File: src/rtl/board_mem_arbiter.sv
// Purpose: shares the single board BRAM port among renderer, generation updater and cell editor.
// Latency: BRAM mux is combinational; updater read data appears READ_LATENCY cycles after grant.
// Backpressure: updater holds its request until granted; an edit request while busy is dropped.
module board_mem_arbiter #(
    parameter int WORD_SIZE    = 32,
    parameter int LOG_MAX_ADDR = 15,
    parameter int READ_LATENCY = 2,
    localparam int LOG_WORD_SIZE = $clog2(WORD_SIZE)
) (
    input  logic                     clk_130mhz,
    input  logic                     rst_n_in,
    input  logic                     render_done_in,
    input  logic [LOG_MAX_ADDR-1:0]  render_addr_in,
    output logic [WORD_SIZE-1:0]     render_data_out,
    input  logic                     upd_req_in,
    input  logic                     upd_we_in,
    input  logic [LOG_MAX_ADDR-1:0]  upd_addr_in,
    input  logic [WORD_SIZE-1:0]     upd_wdata_in,
    output logic                     upd_gnt_out,
    output logic                     upd_rvalid_out,
    output logic [WORD_SIZE-1:0]     upd_rdata_out,
    input  logic                     edit_req_in,
    input  logic [LOG_MAX_ADDR-1:0]  edit_addr_in,
    input  logic [LOG_WORD_SIZE-1:0] edit_bit_in,
    output logic                     edit_busy_out,
    output logic [LOG_MAX_ADDR-1:0]  mem_addr_out,
    output logic                     mem_we_out,
    output logic [WORD_SIZE-1:0]     mem_wdata_out,
    input  logic [WORD_SIZE-1:0]     mem_rdata_in
);
    localparam int CNT_W = (READ_LATENCY > 1) ? $clog2(READ_LATENCY) : 1;

    typedef enum logic [1:0] {IDLE, EDIT_RD, EDIT_WAIT, EDIT_WR} state_t;

    state_t                   r_state;
    logic                     r_pend;
    logic [LOG_MAX_ADDR-1:0]  r_edit_addr;
    logic [LOG_WORD_SIZE-1:0] r_edit_bit;
    logic [WORD_SIZE-1:0]     r_word;
    logic [CNT_W-1:0]         r_cnt;
    logic [READ_LATENCY-1:0]  r_tag;

    logic                     w_edit_take;
    logic                     w_edit_pend;
    logic                     w_upd_gnt;
    logic [WORD_SIZE-1:0]     w_mask;

    // A new edit is accepted only while none is pending; it wins over the updater the same cycle.
    assign w_edit_take = edit_req_in & ~r_pend;
    assign w_edit_pend = r_pend | w_edit_take;
    assign w_upd_gnt   = rst_n_in & render_done_in & (r_state == IDLE) & ~w_edit_pend & upd_req_in;

    assign render_data_out = mem_rdata_in;
    assign upd_gnt_out     = w_upd_gnt;
    assign edit_busy_out   = r_pend;
    assign upd_rvalid_out  = r_tag[READ_LATENCY-1];
    assign upd_rdata_out   = r_tag[READ_LATENCY-1] ? mem_rdata_in : '0;

    // Cell index decode, MSB-first: cell 0 is the top bit of the word.
    always_comb begin
        w_mask = '0;
        for (int i = 0; i < WORD_SIZE; i++) begin
            w_mask[i] = (r_edit_bit == LOG_WORD_SIZE'(WORD_SIZE - 1 - i));
        end
    end

    // BRAM port mux: renderer owns the port whenever it is not blanking.
    always_comb begin
        mem_addr_out  = render_addr_in;
        mem_we_out    = 1'b0;
        mem_wdata_out = upd_wdata_in;
        if (render_done_in) begin
            case (r_state)
                IDLE: begin
                    if (w_upd_gnt) begin
                        mem_addr_out = upd_addr_in;
                        mem_we_out   = upd_we_in;
                    end
                end
                EDIT_RD, EDIT_WAIT: begin
                    mem_addr_out = r_edit_addr;
                end
                EDIT_WR: begin
                    mem_addr_out  = r_edit_addr;
                    mem_we_out    = rst_n_in;
                    mem_wdata_out = r_word;
                end
                default: begin
                    mem_addr_out = render_addr_in;
                end
            endcase
        end
    end

    // Edit latch and read-modify-write sequencer; abandoned (pending kept) if blanking ends.
    always_ff @(posedge clk_130mhz) begin
        if (!rst_n_in) begin
            r_state     <= IDLE;
            r_pend      <= 1'b0;
            r_edit_addr <= '0;
            r_edit_bit  <= '0;
            r_word      <= '0;
            r_cnt       <= '0;
        end else begin
            if (w_edit_take) begin
                r_pend      <= 1'b1;
                r_edit_addr <= edit_addr_in;
                r_edit_bit  <= edit_bit_in;
            end
            if (!render_done_in) begin
                r_state <= IDLE;
            end else begin
                case (r_state)
                    IDLE: begin
                        if (w_edit_pend) r_state <= EDIT_RD;
                    end
                    EDIT_RD: begin
                        r_cnt   <= CNT_W'(READ_LATENCY - 1);
                        r_state <= EDIT_WAIT;
                    end
                    EDIT_WAIT: begin
                        if (r_cnt == '0) begin
                            r_word  <= mem_rdata_in ^ w_mask;
                            r_state <= EDIT_WR;
                        end else begin
                            r_cnt <= r_cnt - 1'b1;
                        end
                    end
                    EDIT_WR: begin
                        r_pend  <= 1'b0;
                        r_state <= IDLE;
                    end
                    default: r_state <= IDLE;
                endcase
            end
        end
    end

    // Tag pipe marks granted updater reads so their data is flagged READ_LATENCY cycles later.
    always_ff @(posedge clk_130mhz) begin
        if (!rst_n_in) begin
            r_tag <= '0;
        end else begin
            r_tag[0] <= w_upd_gnt & ~upd_we_in;
            for (int i = 1; i < READ_LATENCY; i++) begin
                r_tag[i] <= r_tag[i-1];
            end
        end
    end
endmodule

File: config.mk
export PLATFORM = sky130hd
export DESIGN_NAME = board_mem_arbiter
export DESIGN_NICKNAME = d
export VERILOG_FILES = /design/src/rtl/board_mem_arbiter.sv
export SDC_FILE = /design/constraint.sdc
export NUM_CORES = 1
export LEC_CHECK = 0
export BUFFER_PORTS_ARGS = -buffer_cell sky130_fd_sc_hd__buf_2
export CORE_MARGIN = 5
export CORE_UTILIZATION = 48
export CTS_BUF_LIST = sky130_fd_sc_hd__clkbuf_4 sky130_fd_sc_hd__clkbuf_8
export CTS_CLUSTER_DIAMETER = 100
export CTS_CLUSTER_SIZE = 14
export DETAILED_ROUTE_END_ITERATION = 6
export PLACE_DENSITY = 0.89
export RECOVER_POWER = 100
export SLEW_MARGIN = 20
export SYNTH_ARGS = -nofsm -noshare
export SYNTH_HDL_FRONTEND = slang
export SYNTH_SLANG_ARGS = --single-unit
File: constraint.sdc
create_clock -name clk_130mhz -period 4.8 [get_ports clk_130mhz]
set_clock_uncertainty 0.1 [all_clocks]
set_input_delay 1.44 -clock clk_130mhz [delete_from_list [all_inputs] [get_ports clk_130mhz]]
set_output_delay 1.44 -clock clk_130mhz [all_outputs]
set_load 0.01 [all_outputs]
After elaboration in Yosys (flattened, before gate mapping). Cells that the tools add are included.

Register bits after elaboration: 58. Input port bits: 120. Output and inout bits: 115. Logic and storage cells: 81.

Add/subtract/negate cells: 1. Equality and inequality tests: 36. Mux-type cells: 17. Bitwise gates (word level): 12. Reductions and logical operators: 8.

Operator list (number): $mux 32 (3); $eq 5x5->1 const B (16); $eq 5x4->1 const B (8); $xor 32x32->32 (1); $mux 15 (2); $pmux 15 s2 (1); $eq 5x3->1 const B (4); $eq 5x2->1 const B (2); $pmux 2 s4 (1); $and 1x1->1 (6); $mux 1 (6); $reduce_and 2->1 (3); $eq 5x1->1 const B (1); $logic_not 5->1 (1); $eq 2x2->1 const B (2); $mux 2 (2); $ne 2x2->1 const B (2); $not 1->1 (4); $pmux 1 s2 (2); $reduce_and 3->1 (1); $reduce_or 3->1 (1); $eq 2x1->1 const B (1); $logic_not 2->1 (1); $reduce_bool 2->1 (1); 2 further kinds (2).

Depth between registers and ports, before layout. Gate-level depths: netlist (run 1).

Depth after elaboration: 9. Depth in mapped cells: 7. Gate-level depth less buffers: 5.

Worst setup path after synthesis (run 1). Ideal clock, no wire load.

Path kind: input to output. From: input render_done_in. To: output mem_addr_out[10]. Data arrival time: 2.459 ns. Required time: 3.260 ns. Setup slack: 0.801 ns. Stages: 5. Buffers on the path: 2. Cell sequence: clkbuf_1 > nor2b_1 > clkbuf_1 > a32oi_1 > o21ai_0.

Longest elaborated chain between the ends: 7.

Ends and longest elaborated chain: start, declared (line 12) `input logic render_done_in,`; $and 1x1->1 (4 in series) (line 51) `assign w_upd_gnt = rst_n_in & render_done_in & (r_state == IDLE) & ~w_edit_pend & upd_req_in;`; $mux 15 (line 75) `if (w_upd_gnt) begin`; $pmux 15 s2 (line 73) `case (r_state)`; $mux 15 (*) (line 72) `if (render_done_in) begin`; end, declared (line 26) `output logic [LOG_MAX_ADDR-1:0] mem_addr_out,`.

Every way passes the cells marked *; elsewhere a longest branch is shown, timed or not.

Worst setup path in the final report (run 1).
From: input render_done_in. To: output mem_addr_out[13].

Same word-level chain as after synthesis.

==> results of run 1 <==
## flip-flops by register name (all words and copies together), names as in the netlist
| signal | count |
|---|---|
| edit_busy_out | 1 |
| r_cnt | 1 |
| r_edit_addr | 15 |
| r_edit_bit | 5 |
| r_state | 2 |
| r_tag | 2 |
| r_word | 32 |
## worst min path at each step
stage                   from       end  slack (ns)  cells past startpoint
floorplan           r_tag[0]  r_tag[1]        0.31                      1
global placement    r_tag[0]  r_tag[1]        0.32                      1
detailed placement  r_tag[0]  r_tag[1]        0.32                      1
CTS                 r_tag[0]  r_tag[1]        0.33                      1
global route        r_tag[0]  r_tag[1]        0.36                      1
finish              r_tag[0]  r_tag[1]        0.33                      1
## area by class of cell
| class | instances | area [sq um] | share of cell area |
|---|---|---|---|
| Multi-Input combinational cell | 329 | 2067 | 0.4440 |
| Sequential cell | 58 | 1161 | 0.2494 |
| Timing Repair Buffer | 240 | 1067 | 0.2292 |
| Clock buffer | 12 | 165.2 | 0.03547 |
| Tap cell | 102 | 127.6 | 0.02741 |
| Inverter | 18 | 67.56 | 0.01451 |
## metrics by stage
stage / total power [mW] / std cells / worst slack, ns
2_1_floorplan: 0.6544 / 473 / 0.8005
3_3_place_gp: 0.7487 / 747 / 0.5768
3_5_place_dp: 0.7580 / 747 / 0.4697
4_1_cts: 1.149 / 759 / 0.4550
5_1_grt: 1.187 / 759 / 0.1743
6_report: 1.129 / 759 / 0.2809
## power breakdown
part           switching (mW)  leakage [nW]  internal, mW  total (mW)
Combinational           0.131          1.31        0.0933       0.224
Clock                   0.172        0.0863         0.218       0.391
Sequential             0.0151         0.471         0.499       0.514
## kinds of logic (layout without fill, tap and decap cells)
family | Yosys count | after routing
compound gates | 155 | 155
fa+ha+maj | 4 | 4
buf+inv | 86 | 270
flops | 58 | 58
mux | 32 | 32
simple gates | 138 | 138
## metal layers
layer | vias to the layer above | share of wire | track usage
met5 | - | 0 | 0
met4 | 0 | 0.028 | 0.1235
met3 | 30 | 0.089 | 0.06604
met2 | 221 | 0.50 | 0.4449
met1 | 1875 | 0.39 | 0.2654
li1 | 2022 | - | -
## cells in the final DEF, fill, tap and decap left out, types with 18 or more instances in the layout
master	n
a21oi_1	23
a31oi_1	32
and2_1	33
buf_2	120
clkbuf_1	115
dfxtp_1	58
inv_1	18
mux2_2	32
nand2_1	45
o21ai_0	80
or3_1	33
==> summary.txt, run 1 <==
Status: finished, violations left
Failing checks: capacitance limit, slew limit
Post-CTS sizing: 0
Num rows: 32
CP startpoint: render_done_in
Synth cell count leaders: 80 x o21ai_0, 58 x dfxtp_1, 45 x nand2_1
End of the critical path: mem_addr_out[13]
Mapped Nets: 597
Final core utilization: 0.6120
Largest family of logic cells by synthesized area: compound AO/OA/AOI/OAI gates
Die width: 97.63 um
Final GP Congestion: 0.9126
Vias in the first global route: 4,167
Crit path buf inv count: 2
R2r startpoint: r_state[0]
Period utilization: 0.9415
TritonCTS Buffers: 9
RSZ-0062 raised after global routing: no
Die Area: 9532 sq um
Count leader, synth: o21ai_0
Top delay family on crit path: simple AND/OR/NAND/NOR gates
Stages on the worst setup path: 5
Max frequency: 221.3 MHz
Fill count: 740
Final instance area: 4656 sq um
Reg2reg path depth: 5
CTS tree: yes
Most common cell on crit path: clkbuf_1
Detailed Place HPWL: 9557 um
Final setup fails: 0
Synth Area in Simple Gates: 0.2088
Syn-to-layout area delta: 26.31%
Flop-to-flop setup slack: 2.05 ns
Placed inst area: 4641 sq um
Pin count of the biggest net entering global routing: 65
Crit Path Max Fanout: 15
EDFF count, synth: 0
Post-synth top area share: 0.3150
Starting Density: 0.4845
Area leader, netlist: dfxtp_1
Postcts setup bufs: 0
Synth Area in Adders: 0.01358
Max_cap viols: 1
H-tree Lvls: 3
IO Port Bufs: 234
PwrDens: 242.4 nW/um^2
Root cell of the clock tree: clkbuf_8
Final nets: 780
Yosys warning count: 0
First-pass GRT wire length: 19,520 um
Worst-Skew Late Latency: 0.32 ns
Xor-xnor portion of the synthesized cell area: 0
Startpoint Class: input port
Clk slew on worst S/H paths: 0.06 ns
Vias per cell: 5.465
HP Class: reg2reg
Setup crit end kind: output pin
Syn Area/Cell: 7.793 sq um
Arr. time, crit path: 2.98 ns
Least-Margin Pin Slew: 1.827 ns
ANT cells: 0
I/O Pins: 235
Hold_ws: 0.3339 ns
Synth unique cells: 32
Gate Count Post-Synth: 473
Register area share after synthesis: 0.3150
Ys async rst share: 0
Ys flop type: dfxtp_1
TritonCTS Sinks: 58
Layout cells sized above 1: 0.2603
Die Y: 97.63 um
Synth Register Bits: 58
Post-DRT Antenna Nets: 0
Hold buffer count at CTS: 0
DR iter-0 viols: 83
DR WL/cell: 16.20 um
Compound-Gate Fraction of Synth Area: 0.2407
Initial antenna violation count: 0
Worst R2R End: r_word[2]
Synth area leaders: dfxtp_1 32%, o21ai_0 11%, mux2_2 9.8%, buf_4 6.7%, and2_1 5.8%
CP max stage delay: 0.85 ns
Max IR drop VDD: 0.1333 mV
Final wirelength: 12,300 um
Min cycle time layout: 4.519 ns
Mux contribution to synthesized area: 0.09776
Worst setup path class: in2out
Final TNS setup: 0 ns
Fin. Hold Viols: 0
Slew Limit Fails: 65
Detailed Routing Iterations Pass 1: 5
CTS max path bufs: 2
Mapped Area: 3686 sq um
Slowest cell on crit path: nor2b_1
Total number of vias: 4,148
LEAKAGE: 1.872 nW
Drc violations: 0
Core area: 7607 sq um
Worst Path Required: 3.26 ns
Total grt overflow: 0
Critical path cell sequence: clkbuf_1 -> nor2b_1 -> a32oi_1 -> o21ai_0 -> clkbuf_1
Tot GR Track Use: 0.2476
Max-slew headroom: -0.2183
Note: power is estimated with default switching activity, not from simulation.
==> run 2, diff against run 1 <==
PLACE_DENSITY = not set   (was 0.89)
PLACE_DENSITY_LB_ADDON = 0.2   (was not set)
==> summary.txt, run 2 (synthesized netlist as in run 1, its figures left out) <==
DR iter-0 viols: 124 (was 83)
Place WS: 0.4803 ns (was 0.4697 ns)
TritonCTS Sinks: 58 (unchanged)
Drc violations: 0 (unchanged)
Min cycle time layout: 4.397 ns (was 4.519 ns)
Die Area: 9532 sq um (unchanged)
Startpoint Class: input port (unchanged)
Core area: 7607 sq um (unchanged)
Crit Path Max Fanout: 33 (was 15)
Worst setup path class: in2out (unchanged)
Fill count: 780 (was 740)
Final WS setup: 0.4030 ns (was 0.2809 ns)
Clk slew on worst S/H paths: 0.06 ns (about the same)
M2 GR Usage: 0.3991 (was 0.4449)
Detailed Place HPWL: 8498 um (was 9557 um)
Worst Path Required: 3.26 ns (about the same)
Final nets: 779 (was 780)
Slew Limit Fails: 65 (unchanged)
I/O Pins: 235 (unchanged)
Period utilization: 0.9160 (was 0.9415)
Die width: 97.63 um (unchanged)
Failing checks: capacitance limit, slew limit (unchanged)
Biggest regs: r_word x32, r_edit_addr x15, r_edit_bit x5 (unchanged)
Setup crit end kind: output pin (unchanged)
Least-Margin Pin Slew: 1.745 ns (was 1.827 ns)
Max-slew headroom: -0.1633 (was -0.2183)
Syn-to-layout area delta: 26.82% (was 26.31%)
DP Cell Count: 746 (was 747)
TritonCTS Buffers: 9 (unchanged)
Met3 Use GR: 0.07753 (was 0.06604)
Max frequency: 227.4 MHz (was 221.3 MHz)
Total grt overflow: 0 (unchanged)
IO Port Bufs: 234 (unchanged)
Placed inst area: 4633 sq um (was 4641 sq um)
HP Class: reg2reg (unchanged)
DR WL/cell: 14.76 um (was 16.20 um)
Postcts setup bufs: 0 (unchanged)
CTS tree: yes (unchanged)
Post-DRT Antenna Nets: 0 (unchanged)
First-pass GRT wire length: 18,070 um (was 19,520 um)
Detailed Routing Iterations Pass 1: 6 (was 5)
Max reg flops: 32 (unchanged)
Arr. time, crit path: 2.86 ns (was 2.98 ns)
Max IR drop VDD: 0.1157 mV (was 0.1333 mV)
Vias in the first global route: 3,825 (was 4,167)
Post-CTS sizing: 0 (unchanged)
Num rows: 32 (unchanged)
Initial antenna violation count: 0 (unchanged)
Die Y: 97.63 um (unchanged)
Max_cap viols: 1 (unchanged)
LEAKAGE: 1.881 nW (was 1.872 nW)
Layout cells sized above 1: 0.2610 (was 0.2603)
RSZ-0062 raised after global routing: no (unchanged)
Hold buffer count at CTS: 0 (unchanged)
CTS max path bufs: 2 (unchanged)
Most frequent cells in the layout: 119 x buf_2, 115 x clkbuf_1, 80 x o21ai_0 (was 120 x buf_2, 115 x clkbuf_1, 80 x o21ai_0)
Final instance area: 4674 sq um (was 4656 sq um)
Grt peak-use layer: met2 (unchanged)
Starting Density: 0.4845 (unchanged)
Status: finished, violations left (unchanged)
Worst-Skew Late Latency: 0.32 ns (about the same)
Commonest non-fill, non-tap cell in the layout: buf_2 (unchanged)
H-tree Lvls: 3 (unchanged)
Fin. Hold Viols: 0 (unchanged)
Total number of vias: 3,983 (was 4,148)
Tot GR Track Use: 0.2237 (was 0.2476)
Most flops, register: r_word (unchanged)
Final GP Congestion: 0.8144 (was 0.9126)
Pin count of the biggest net entering global routing: 65 (unchanged)
PwrDens: 247.8 nW/um^2 (was 242.4 nW/um^2)
Root cell of the clock tree: clkbuf_8 (unchanged)
Final cell count without fillers: 761 (was 759)
Vias per cell: 5.234 (was 5.465)
M1 GR Usage: 0.2478 (was 0.2654)
ANT cells: 0 (unchanged)
Final TNS setup: 0 ns (unchanged)
Final wirelength: 11,230 um (was 12,300 um)
Final setup fails: 0 (unchanged)
-- run 2: cell count changes in the layout (fill, tap and decap cells not counted), sizes merged --
cell / previous run / this run
buf: 124 / 123
clkinv: 0 / 2
clkbuf: 128 / 129
-- run 2: stage by stage --
step	hold WS, ns	utilization	power, mW
after floorplan	0.3119	-	0.6544
after global placement	0.3185	0.6090	0.7467
after detailed placement	0.3234	0.6090	0.7527
after CTS	0.3419	0.6339	1.181
after global routing	0.3548	0.6145	1.222
final	0.3377	0.6145	1.158
-- run 2: metal layers --
| layer | wire length [um] | share of wire | vias to the layer above |
|---|---|---|---|
| met5 | 0 | 0 | - |
| met4 | 158 | 0.014 | 0 |
| met3 | 1111 | 0.099 | 16 |
| met2 | 5487 | 0.49 | 180 |
| met1 | 4472 | 0.40 | 1774 |
| li1 | - | - | 2013 |
-- run 2: worst paths after layout --
| kind | start | to | slack [ns] | cells after the start |
|---|---|---|---|---|
| worst max-delay path | render_done_in | mem_wdata_out[14] | 0.40 | 5 |
| worst max register to register | r_state[0] | r_word[25] | 2.14 | 5 |
| worst min register to register | r_tag[0] | r_tag[1] | 0.34 | 1 |
| worst min-delay path | r_tag[0] | r_tag[1] | 0.34 | 1 |
-- run 2: area by class of cell --
cell class	count	area, sq um	area share
clock buffers	13	178.9	0.03828
clock inverters	2	10.01	0.002141
inverters	18	67.56	0.01445
multi-input cells	329	2067	0.4422
flip-flops and latches	58	1161	0.2484
well taps	102	127.6	0.02730
repair buffers	239	1062	0.2272
-- run 2: where the power goes --
part | switching, mW | total [mW] | leakage, nW | internal (mW)
registers | 0.0147 | 0.513 | 0.471 | 0.499
logic | 0.125 | 0.218 | 1.31 | 0.0927
clock network | 0.188 | 0.427 | 0.101 | 0.239
total | 0.327 | 1.16 | 1.88 | 0.831
-- run 2: worst max-delay path, cell delays in order --
cell	delay (ns)
buf_2	0.15
nand2_1	0.06
clkbuf_2	0.62
mux2_2	0.42
clkbuf_1	0.13
==> run 3, diff against run 2 <==
CORE_UTILIZATION = 40   (was 48)
clock period = 3.9 ns   (was 4.8 ns; I/O delays follow)
==> summary.txt, run 3 (synthesized netlist as in run 1, its figures left out) <==
Final wirelength: 11,460 um (was 11,230 um)
Most common cell on crit path: buf_2
Flop-to-flop setup slack: 1.21 ns (was 2.14 ns)
Min cycle time layout: 3.644 ns
Slowest cell on crit path: clkbuf_4 (was clkbuf_2)
Top delay family on crit path: buffers and inverters (unchanged)
Core area: 9109 sq um (was 7607 sq um)
Pin count of the biggest net entering global routing: 65 (unchanged)
Most flops, register: r_word (unchanged)
Total grt overflow: 0 (unchanged)
Drc violations: 0 (unchanged)
TritonCTS Sinks: 58 (unchanged)
H-tree Lvls: 3 (unchanged)
Layout cells sized above 1: 0.2900 (was 0.2610)
Detailed Place HPWL: 8816 um (was 8498 um)
Max-slew headroom: -0.1947 (was -0.1633)
I/O Pins: 235 (unchanged)
ANT cells: 0 (unchanged)
Initial antenna violation count: 0 (unchanged)
Starting Density: 0.4047 (was 0.4845)
Num rows: 35 (was 32)
Final TNS setup: 0 ns (unchanged)
RSZ-0062 raised after global routing: no (unchanged)
Failing checks: capacitance limit, slew limit (unchanged)
Die Y: 106.0 um (was 97.63 um)
Clk slew on worst S/H paths: 0.06 ns (about the same)
Final GP Congestion: 0.7715 (was 0.8144)
DR WL/cell: 14.83 um (was 14.76 um)
First-pass GRT wire length: 18,200 um (was 18,070 um)
R2r startpoint: r_state[0] (unchanged)
Hold buffer count at CTS: 0 (unchanged)
Tot GR Track Use: 0.1996 (was 0.2237)
CP startpoint: render_done_in (unchanged)
LEAKAGE: 1.943 nW (was 1.881 nW)
Hold Startpoint: r_tag[0] (unchanged)
Max_cap viols: 1 (unchanged)
CTS max path bufs: 2 (unchanged)
Die width: 106.0 um (was 97.63 um)
Final WS setup: 0.2559 ns (was 0.4030 ns)
Total number of vias: 3,965 (was 3,983)
Post-CTS sizing: 0 (unchanged)
Critical path cell sequence: buf_2 -> nand2_1 -> clkbuf_4 -> mux2_1 -> buf_2 (was buf_2 -> nand2_1 -> clkbuf_2 -> mux2_2 -> clkbuf_1)
Arr. time, crit path: 2.37 ns (was 2.86 ns)
Status: finished, violations left (unchanged)
Pwr Total: 1.394 mW (was 1.158 mW)
Biggest regs: r_word x32, r_edit_addr x15, r_edit_bit x5 (unchanged)
Commonest non-fill, non-tap cell in the layout: buf_2 (unchanged)
Root cell of the clock tree: clkbuf_8 (unchanged)
DR iter-0 viols: 128 (was 124)
Final cell count without fillers: 773 (was 761)
Fin. Hold Viols: 0 (unchanged)
HP Class: reg2reg (unchanged)
Most frequent cells in the layout: 137 x buf_2, 99 x clkbuf_1, 80 x o21ai_0 (was 119 x buf_2, 115 x clkbuf_1, 80 x o21ai_0)
Worst Path Required: 2.63 ns (was 3.26 ns)
Final setup fails: 0 (unchanged)
Least-Margin Pin Slew: 1.792 ns (was 1.745 ns)
DP Cell Count: 757 (was 746)
CTS tree: yes (unchanged)
Syn-to-layout area delta: 27.70% (was 26.82%)
Startpoint Class: input port (unchanged)
Postcts setup bufs: 0 (unchanged)
Max frequency: 274.4 MHz
Worst setup path class: in2out (unchanged)
Period utilization: 0.9344
TritonCTS Buffers: 9 (unchanged)
PwrDens: 296.1 nW/um^2 (was 247.8 nW/um^2)
Max IR drop VDD: 0.1347 mV (was 0.1157 mV)
Slew Limit Fails: 65 (unchanged)
Detailed Routing Iterations Pass 1: 4 (was 6)
Crit path buf inv count: 3 (unchanged)
Post-DRT Antenna Nets: 0 (unchanged)
Vias in the first global route: 3,789 (was 3,825)
CP max stage delay: 0.43 ns (was 0.62 ns)
End of the critical path: mem_wdata_out[14] (unchanged)
IO Port Bufs: 234 (unchanged)
Setup crit end kind: output pin (unchanged)
Vias per cell: 5.129 (was 5.234)
Place WS: 0.07772 ns (was 0.4803 ns)
Worst-Skew Late Latency: 0.33 ns (was 0.32 ns)
Final nets: 781 (was 779)
Worst R2R End: r_word[30] (was r_word[25])
Stages on the worst setup path: 5 (unchanged)
Max reg flops: 32 (unchanged)
Reg2reg path depth: 5 (unchanged)
Die Area: 11,230 sq um (was 9532 sq um)
Crit Path Max Fanout: 33 (unchanged)
[run 3: area by class of cell]
| class | instances | area [sq um] |
|---|---|---|
| Sequential cell | 58 | 1161 |
| Inverter | 18 | 67.56 |
| Timing Repair Buffer | 241 | 1095 |
| Clock inverter | 3 | 15.01 |
| Tap cell | 111 | 138.9 |
| Clock buffer | 13 | 160.2 |
| Fill cell | 970 | 4402 |
| Multi-Input combinational cell | 329 | 2069 |
[run 3: power breakdown]
| part | switching (mW) | internal, mW |
|---|---|---|
| combinational | 0.155 | 0.115 |
| clock | 0.226 | 0.266 |
| sequential | 0.0173 | 0.614 |
| total | 0.399 | 0.995 |
[run 3: layer usage]
layer / GRT usage / share of wire / up-vias
met5: 0 / 0 / -
met4: 0.06013 / 0.012 / 0
met3: 0.07468 / 0.098 / 13
met2: 0.3484 / 0.48 / 165
met1: 0.2264 / 0.41 / 1753
li1: - / - / 2034
[run 3: worst min path at each step]
stage | to | slack [ns] | cells after the start
after floorplan | r_tag[1] | 0.31 | 1
after CTS | r_tag[1] | 0.34 | 1
final | r_tag[1] | 0.34 | 1
after global routing | r_tag[1] | 0.36 | 1
after global placement | r_tag[1] | 0.32 | 1
after detailed placement | r_tag[1] | 0.32 | 1
[run 3: through the flow]
stage                       util  area, sq um  hold WS (ns)
after floorplan                -         3686        0.3119
after global placement    0.5129         4672        0.3172
after detailed placement  0.5129         4672        0.3206
after CTS                 0.5321         4847        0.3377
after global routing      0.5168         4707        0.3552
final                     0.5168         4707        0.3351
